File: src/rtl/ads8861_sampler.sv
`timescale 1ns/1ps
// ads8861_sampler: paces conversions of the ADS8861 capture block, collects
// each finished 16-bit word, boxcar-averages 2^AVG_LOG2 of them and hands the
// result to downstream logic over a valid/ready stream. Two sticky flags
// report lost results / missed trigger slots and a capture block that never
// started converting.
module ads8861_sampler #(
  parameter int unsigned PERIOD       = 200,  // clk cycles between triggers, 120..65535
  parameter int unsigned AVG_LOG2     = 2,    // log2 of samples per average, 0..4
  parameter int unsigned BUSY_TIMEOUT = 16    // cycles allowed for adc_idle to fall
) (
  input  logic        clk,
  input  logic        rst,        // asynchronous, active-low
  input  logic        run,
  output logic        adc_en,
  input  logic        adc_idle,
  input  logic [15:0] adcdata,
  output logic [15:0] m_data,
  output logic        m_valid,
  input  logic        m_ready,
  output logic        overrun,
  output logic        adc_fault,
  input  logic        clr_flags
);

  // Sum is wide enough for 2^AVG_LOG2 full-scale samples, so it never wraps.
  localparam int unsigned SUM_W = 16 + AVG_LOG2;
  // Sample counter needs at least one bit even in pass-through mode.
  localparam int unsigned CNT_W = (AVG_LOG2 == 0) ? 1 : AVG_LOG2;
  localparam logic [CNT_W-1:0] CNT_LAST     = CNT_W'((1 << AVG_LOG2) - 1);
  localparam logic [15:0]      PERIOD_LAST  = 16'(PERIOD - 1);
  localparam logic [15:0]      TIMEOUT_LAST = 16'(BUSY_TIMEOUT - 1);

  typedef enum logic [2:0] {
    IDLE,
    TRIG,
    WAIT_BUSY,
    WAIT_DONE,
    ACCUM
  } state_t;

  state_t             state_reg;
  state_t             state_next;
  logic [15:0]        period_reg;
  logic               run_reg;
  logic [15:0]        timeout_reg;
  logic [15:0]        sample_reg;
  logic [SUM_W-1:0]   sum_reg;
  logic [CNT_W-1:0]   count_reg;
  logic [15:0]        m_data_reg;
  logic               m_valid_reg;

  logic               tick;
  logic               run_rise;
  logic               group_last;
  logic [SUM_W-1:0]   sum_total;
  logic [15:0]        avg;
  logic               missed_slot;
  logic               timeout_hit;
  logic               capture;
  logic               accum;
  logic               load;
  logic               drop;

  // Sticky flags: index 0 = overrun, index 1 = adc_fault.
  logic               flag_set [2];
  logic               flag_reg [2];

  // Expiry tick only exists while running; the counter sits at 0 otherwise.
  assign tick       = run && (period_reg == PERIOD_LAST);
  // The start trigger fires in the same cycle run is first seen high; the
  // period counter is still 0 then, so later ticks follow on its own cadence.
  assign run_rise   = run && !run_reg;
  assign group_last = (count_reg == CNT_LAST);
  assign sum_total  = sum_reg + SUM_W'(sample_reg);
  assign avg        = 16'(sum_total >> AVG_LOG2);

  // A slot is missed whenever a tick arrives and a trigger cannot be issued:
  // either the FSM is still busy with the previous conversion, or it is idle
  // but the capture block reports it is converting.
  assign missed_slot = tick && !((state_reg == IDLE) && adc_idle);

  // Completed average: loads if the output register is free (or being freed
  // this cycle), otherwise it is dropped and flagged.
  assign load = accum && group_last && (!m_valid_reg || m_ready);
  assign drop = accum && group_last && !load;

  // Next-state and per-state strobes.
  always_comb begin
    state_next  = state_reg;
    timeout_hit = 1'b0;
    capture     = 1'b0;
    accum       = 1'b0;
    case (state_reg)
      IDLE: begin
        if (run && adc_idle && (run_rise || tick)) begin
          state_next = TRIG;
        end
      end
      TRIG: begin
        state_next = WAIT_BUSY;
      end
      WAIT_BUSY: begin
        if (!adc_idle) begin
          state_next = WAIT_DONE;
        end else if (timeout_reg == TIMEOUT_LAST) begin
          // Capture block never started: abandon this sample untouched.
          timeout_hit = 1'b1;
          state_next  = IDLE;
        end
      end
      WAIT_DONE: begin
        if (adc_idle) begin
          capture    = 1'b1;
          state_next = ACCUM;
        end
      end
      ACCUM: begin
        accum      = 1'b1;
        state_next = IDLE;
      end
      default: begin
        state_next = IDLE;
      end
    endcase
  end

  // FSM state register.
  always_ff @(posedge clk or negedge rst) begin
    if (!rst) begin
      state_reg <= IDLE;
    end else begin
      state_reg <= state_next;
    end
  end

  // Sample-period counter, free-running 0..PERIOD-1 while run is high.
  always_ff @(posedge clk or negedge rst) begin
    if (!rst) begin
      period_reg <= 16'd0;
    end else if (!run) begin
      period_reg <= 16'd0;
    end else if (period_reg == PERIOD_LAST) begin
      period_reg <= 16'd0;
    end else begin
      period_reg <= period_reg + 16'd1;
    end
  end

  // Delayed copy of run for start-edge detection.
  always_ff @(posedge clk or negedge rst) begin
    if (!rst) begin
      run_reg <= 1'b0;
    end else begin
      run_reg <= run;
    end
  end

  // Cycles spent waiting for the capture block to report busy.
  always_ff @(posedge clk or negedge rst) begin
    if (!rst) begin
      timeout_reg <= 16'd0;
    end else if (state_reg == TRIG) begin
      timeout_reg <= 16'd0;
    end else if (state_reg == WAIT_BUSY) begin
      timeout_reg <= timeout_reg + 16'd1;
    end
  end

  // Latch the conversion result on the first idle cycle after busy.
  always_ff @(posedge clk or negedge rst) begin
    if (!rst) begin
      sample_reg <= 16'd0;
    end else if (capture) begin
      sample_reg <= adcdata;
    end
  end

  // Boxcar accumulator; a partial group survives run going low.
  always_ff @(posedge clk or negedge rst) begin
    if (!rst) begin
      sum_reg   <= '0;
      count_reg <= '0;
    end else if (accum) begin
      if (group_last) begin
        sum_reg   <= '0;
        count_reg <= '0;
      end else begin
        sum_reg   <= sum_total;
        count_reg <= count_reg + 1'b1;
      end
    end
  end

  // Output stream register: holds data steady until accepted.
  always_ff @(posedge clk or negedge rst) begin
    if (!rst) begin
      m_data_reg  <= 16'd0;
      m_valid_reg <= 1'b0;
    end else if (load) begin
      m_data_reg  <= avg;
      m_valid_reg <= 1'b1;
    end else if (m_valid_reg && m_ready) begin
      m_valid_reg <= 1'b0;
    end
  end

  assign flag_set[0] = missed_slot || drop;
  assign flag_set[1] = timeout_hit;

  for (genvar gi = 0; gi < 2; gi++) begin : g_flag
    // Sticky flag; a set event in the clearing cycle takes priority.
    always_ff @(posedge clk or negedge rst) begin
      if (!rst) begin
        flag_reg[gi] <= 1'b0;
      end else if (flag_set[gi]) begin
        flag_reg[gi] <= 1'b1;
      end else if (clr_flags) begin
        flag_reg[gi] <= 1'b0;
      end
    end
  end

  assign adc_en    = (state_reg == TRIG);
  assign m_data    = m_data_reg;
  assign m_valid   = m_valid_reg;
  assign overrun   = flag_reg[0];
  assign adc_fault = flag_reg[1];

endmodule

File: config.mk
export PLATFORM = sky130hd
export DESIGN_NAME = ads8861_sampler
export DESIGN_NICKNAME = d
export VERILOG_FILES = /design/src/rtl/ads8861_sampler.sv
export SDC_FILE = /design/constraint.sdc
export NUM_CORES = 1
export LEC_CHECK = 0
export ABC_CLOCK_PERIOD_IN_PS = 2700
export CORE_ASPECT_RATIO = 1.2
export CORE_MARGIN = 4
export CORE_UTILIZATION = 40
export DETAILED_ROUTE_END_ITERATION = 12
export PLACE_DENSITY_LB_ADDON = 0.08
export RECOVER_POWER = 25
export SYNTH_ARGS = -nofsm -noshare
export SYNTH_HDL_FRONTEND = slang
export SYNTH_SLANG_ARGS = --single-unit
File: constraint.sdc
create_clock -name clk -period 2.7 [get_ports clk]
set_clock_uncertainty 0.2 [all_clocks]
set_input_delay 0.54 -clock clk [delete_from_list [all_inputs] [get_ports clk]]
set_output_delay 0.54 -clock clk [all_outputs]
set_load 0.03 [all_outputs]
==> qor.txt, run 1 <==
Vias: 3510
Post-CTS Setup Inserts: 0
Die ar.: 13200 µm²
Total GRT Usage: 16.1%
Post-synthesis sequential area ratio: 49.8%
Die span in x: 106 µm
Ys async rst share: 100%
Pwr/cell area: 964 nW/µm²
Critical Path Start Type: flip-flop
CP endpoint kind: flip-flop
Synthesized area: 4570 µm²
HPWL after DPL: 7.01 mm
Inserted Clock Buffers: 9
Slew @ Worst Pin: 853 ps
Rel. slew slack: 43.1%
Detailed Routing Iterations Pass 1: 4
CTS tree: done
Row cnt: 42
Post-route DRC: 0
First-pass GRT wire length: 17.4 mm
Placed insts: 663
HP Class: flip-flop to flip-flop
Number of global-route vias before repair: 3620
Synth-to-layout area growth: 19.7%
Hold Vio Cnt, Final: 0
Final std cells w/o fill: 680
DR WL/cell: 14.8 µm
Worst path buffer plus inverter count: 1
# IOs: 42
Port Buffers: 41
Setup Viol. Count Final: 0
Initial core utilization: 41.2%
Clk_lat worst skew: 340 ps
Largest register FFs: 18
Worst VDD drop: 0.000415 V
WP depth: 9
Clk root buf: clkbuf_16
Clk slew on worst S/H paths: 70 ps
Cell Chain, Critical Path: ha_1, inv_1, fa_1, nor2b_1, o31a_2, a31oi_4, o211ai_1, xor2_1, mux2_2
Yosys warns: 0
Total wire length: 10.1 mm
Top delay family on crit path: compound AO/OA/AOI/OAI gates
Final net count: 563
Post-Synthesis Cells: 473
Crit-path max FO: 5
Maximum capacitance violations: 0
Post-Syn Nets: 515
Post-DRT Antenna Nets: 0
Post-synth EDFFs: 0
Worst path slowest cell: dfrtp_1
Commonest non-fill, non-tap cell in the layout: nand2_1
Congestion Overflow GR: 0
Synth Register Bits: 91
Fin crit period: 2490 ps
Outcome: finished, final reports clean
Distinct cells, synth: 50
Leak: 2.49 nW
Worst path max stage delay: 390 ps
Final TNS setup: 0 ps
Final Wtd Congestion: 0.841
Core area: 11100 µm²
CP arrival: 2520 ps
Initial antenna violation count: 0
Critical setup path kind: flip-flop to flip-flop
Post-synth top flop: dfrtp_1
WHS Path Cells: 1
N_diodes: 0
Fin. max-slew vios: 0
Initial DRC Count: 101
Commonest cells after routing, fill and taps aside: nand2_1 (95), dfrtp_1 (91), clkdlybuf4s50_1 (38)
Mapped Avg Cell Area: 9.66 µm²
Critical path required time: 2730 ps
Die Y: 125 µm
CTS Buffer Depth: 2
Share of layout cells above drive strength 1: 8.37%
R2R depth: 9
Final hold slack: 267 ps
H-tree depth: 3
Fmax: 402 MHz
Tot Pwr: 5.27 mW
RSZ-0062 raised after global routing: no
Final period utilization: 92.1%
Sink Count: 91
Largest net degree at the start of global routing: 42
Vias per cell: 5.16
==> layout make-up <==
| type | instances | area (µm²) |
|---|---|---|
| repair buffers | 51 | 482 |
| inverters | 11 | 41.3 |
| flip-flops and latches | 91 | 2280 |
| fillers | 1031 | 5620 |
| clock inverters | 3 | 22.5 |
| well taps | 154 | 193 |
| multi-input cells | 357 | 2190 |
| clock buffers | 13 | 260 |
==> kinds of logic (layout without fill, tap and decap cells) <==
logic type / Yosys count / count (layout) / synth area share [%]
DFF: 91 / 91 / 49.8
muxes: 12 / 12 / 2.93
buffers and inverters: 25 / 78 / 2.16
and+or+nand+nor: 194 / 194 / 19.3
adders and majority gates: 20 / 20 / 5.64
AOI/OAI and AO/OA: 105 / 105 / 15.1
xor gates and xnor gates: 26 / 26 / 4.98
==> stage by stage <==
| stage | setup slack [ps] | area, µm² | utilization [%] |
|---|---|---|---|
| global placement | 235 | 5190 | 46.8 |
| CTS | 187 | 5480 | 49.5 |
| finish | 213 | 5470 | 49.3 |
| global route | 7.88 | 5470 | 49.3 |
| detailed placement | 212 | 5190 | 46.8 |
| floorplan | 405 | 4570 | - |
==> metal layers <==
metal	part of all wire (%)	routed length, µm	GRT usage, %	vias to the layer above
met5	0	0	0	-
met4	1.3	128	6.63	0
met3	3.3	328	2.63	10
met2	49	4950	26.5	47
met1	46	4680	21.2	1685
li1	-	-	-	1768
==> cell usage after synthesis (3+ instances only) <==
library cell	n	area, µm²
nand2_1	95	357
dfrtp_1	91	2280
o21ai_0	38	190
nor2_1	33	124
ha_1	19	238
xor2_1	18	158
a21oi_1	16	80.1
nand3_1	15	75.1
nand4_1	13	81.3
mux2_2	11	124
clkbuf_1	10	37.5
inv_1	10	37.5
a22o_1	9	78.8
nor3_1	9	45.0
o31ai_1	8	60.1
xnor2_1	8	70.1
and3_1	7	43.8
o211ai_1	7	52.6
a31oi_1	5	31.3
nand2b_1	5	31.3
nor4_1	4	25.0
o21a_1	4	30.0
a21o_1	3	22.5
buf_2	3	15.0
nor2b_1	3	18.8
or3_1	3	18.8
==> timing repair <==
| action | CTS | global route |
|---|---|---|
| endpoints found under the setup margin | 1 | 2 |
| hold buffers | 1 | 0 |
| endpoints found under the hold margin | 32 | 0 |
| gates resized for setup | 1 | 1 |
| pin swaps | 0 | 1 |
==> power by group <==
group / switching (mW) / internal [mW]
Sequential: 0.218 / 1.69
Combinational: 1.28 / 0.873
Clock: 0.531 / 0.677
==> path summary, 6_finish.rpt <==
check / startpoint / end / slack [ps]
min: period_reg[0] / period_reg[0] / 270
max: sample_reg[0] / m_data[12] / 210
min reg2reg: period_reg[0] / period_reg[0] / 270
max in group asynchronous: rst / run_reg / 520
max reg2reg: sample_reg[0] / m_data[12] / 210
min in group asynchronous: rst / m_data[1] / 630
==> worst register-to-register path, stage by stage (launching register included) <==
cell and delay (ps):
dfrtp_1 390, ha_1 240, inv_1 80, fa_1 200, nor2b_1 60, o31a_2 330
a31oi_4 290, o211ai_1 150, xor2_1 170, mux2_2 270
(Power assumes the default switching activity.)
==> inputs of run 2 (changes only) <==
Settings changed: CORE_UTILIZATION 40 to 50, PLACE_DENSITY from default to 0.68, PLACE_DENSITY_LB_ADDON 0.08 to default.
==> run 2 against run 1 <==
- global-route usage up 3.5 points
- fmax down 0.79%
- count of clock-buffer cells in the layout down 4
- via count up 1.1%
- setup slack worse by 20 ps
- combinational power about the same
==> qor.txt, run 2 (synthesis gave the netlist of run 1 again) <==
HPWL after DPL: 6.83 mm
Share of layout cells above drive strength 1: 7.71%
Pwr/cell area: 936 nW/µm²
Post-CTS Setup Inserts: 0
Die ar.: 10700 µm²
Initial core utilization: 52.2%
Largest net degree at the start of global routing: 51
Worst R2R End: m_data[8]
R2R depth: 9
Detailed Routing Iterations Pass 1: 4
CTS Buffer Depth: 2
Sequential share of power: 38.5%
# IOs: 42
Vias: 3549
Row cnt: 37
CP arrival: 2560 ps
Initial antenna violation count: 0
Leak: 2.42 nW
Outcome: finished, final reports clean
Post-route DRC: 0
DR WL/cell: 15.1 µm
Reg2Reg Setup Slack: 190 ps
Total wire length: 9.63 mm
Setup Viol. Count Final: 0
Inserted Clock Buffers: 9
Psw: 1.97 mW
Critical path required time: 2750 ps
Number of global-route vias before repair: 3648
Largest register FFs: 18
Die Y: 113 µm
Hold Vio Cnt, Final: 0
Clk slew on worst S/H paths: 90 ps
Critical Path Start Type: flip-flop
Fmax: 399 MHz
RSZ-0062 raised after global routing: no
Final Cell Area: 5280 µm²
Commonest non-fill, non-tap cell in the layout: nand2_1
Crit-path max FO: 5
Vias per cell: 5.58
Initial DRC Count: 163
Final period utilization: 92.9%
First-pass GRT wire length: 16.7 mm
Synth-to-layout area growth: 15.6%
Sink Count: 91
Fin. max-slew vios: 0
Critical setup path kind: flip-flop to flip-flop
Worst VDD drop: 0.000378 V
H-tree depth: 3
Clock share of power: 17.4%
Slew @ Worst Pin: 1230 ps
Post-CTS Hold Buffers: 0
Clk root buf: clkbuf_8
Final net count: 560
Post-DRT Antenna Nets: 0
CP endpoint kind: flip-flop
Cell Area, Placed: 5130 µm²
Die span in x: 95.3 µm
CTS tree: done
Final Wtd Congestion: 0.885
Congestion Overflow GR: 0
HP Class: input port to asynchronous set/reset pin
Switch share: 39.9%
Commonest cells after routing, fill and taps aside: nand2_1 (95), dfrtp_1 (91), o21ai_0 (38), clkdlybuf4s50_1 (38), nor2_1 (33)
Maximum capacitance violations: 0
Cell Int Power: 2.97 mW
Fin crit period: 2510 ps
Port Buffers: 41
Tot Pwr: 4.94 mW
Clk_lat worst skew: 360 ps
Logic pwr share: 44.1%
Critical path origin: sample_reg[0]
Worst r2r src: sample_reg[0]
Core area: 8750 µm²
Total GRT Usage: 19.6%
Rel. slew slack: 17.8%
Fill cells: 782
Final TNS setup: 0 ps
N_diodes: 0
run 2: metrics by stage:
| step | hold WS [ps] | cells | util, % | setup WS, ps |
|---|---|---|---|---|
| detailed placement | 264 | 624 | 58.6 | 150 |
| CTS | 12.5 | 636 | 60.5 | 187 |
| finish | 224 | 636 | 60.3 | 193 |
| global placement | 252 | 624 | 58.6 | 252 |
| global route | 291 | 636 | 60.3 | 44.3 |
| floorplan | 44.4 | 473 | - | 405 |
run 2: per-layer routing:
metal	GRT usage, %	part of all wire (%)	wire, µm
met4	8.28	2.0	192
met2	32.6	50	4850
met3	2.59	3.7	355
met5	0	0	0
met1	25.5	44	4230
run 2: area by class of cell:
type | instances | area [µm²] | area share, %
tap | 117 | 146 | 2.77
inverter | 11 | 41.3 | 0.782
multi-input combinational | 357 | 2190 | 41.5
clock buffer | 9 | 124 | 2.35
sequential | 91 | 2280 | 43.1
timing repair buffer | 48 | 454 | 8.60
clock inverter | 3 | 43.8 | 0.829
run 2: timing repair:
| action | CTS | global route |
|---|---|---|
| gates resized for setup | 1 | 0 |
| setup endpoints to repair | 1 | 0 |
| hold endpoints to repair | 0 | 0 |
run 2: power by group through the flow:
| stage | logic [mW] | registers (mW) | clock network (mW) |
|---|---|---|---|
| 6_report | 2.18 | 1.90 | 0.862 |
| 4_1_cts | 2.19 | 1.90 | 0.884 |
| 3_5_place_dp | 2.17 | 1.93 | 0 |
| 5_1_grt | 2.44 | 1.95 | 0.945 |
| 3_3_place_gp | 2.12 | 1.92 | 0 |
| 2_1_floorplan | 1.55 | 1.95 | 0 |
run 2: worst max-delay path by stage:
stage	endpoint	slack, ps
finish	m_data[8]	190
global route	m_data[12]	40
CTS	m_data[8]	190
detailed placement	sample_reg[1]	150
global placement	m_data[8]	250
floorplan	m_data[8]	410
run 2: worst max-delay path, cell delays in order, from the launching register on:
cell and delay (ps):
dfrtp_1 360, ha_1 230, inv_1 70, fa_1 400
nor2b_1 170, o31a_2 200, a31oi_4 130, o21ai_0 230
xor2_1 130, mux2_2 280
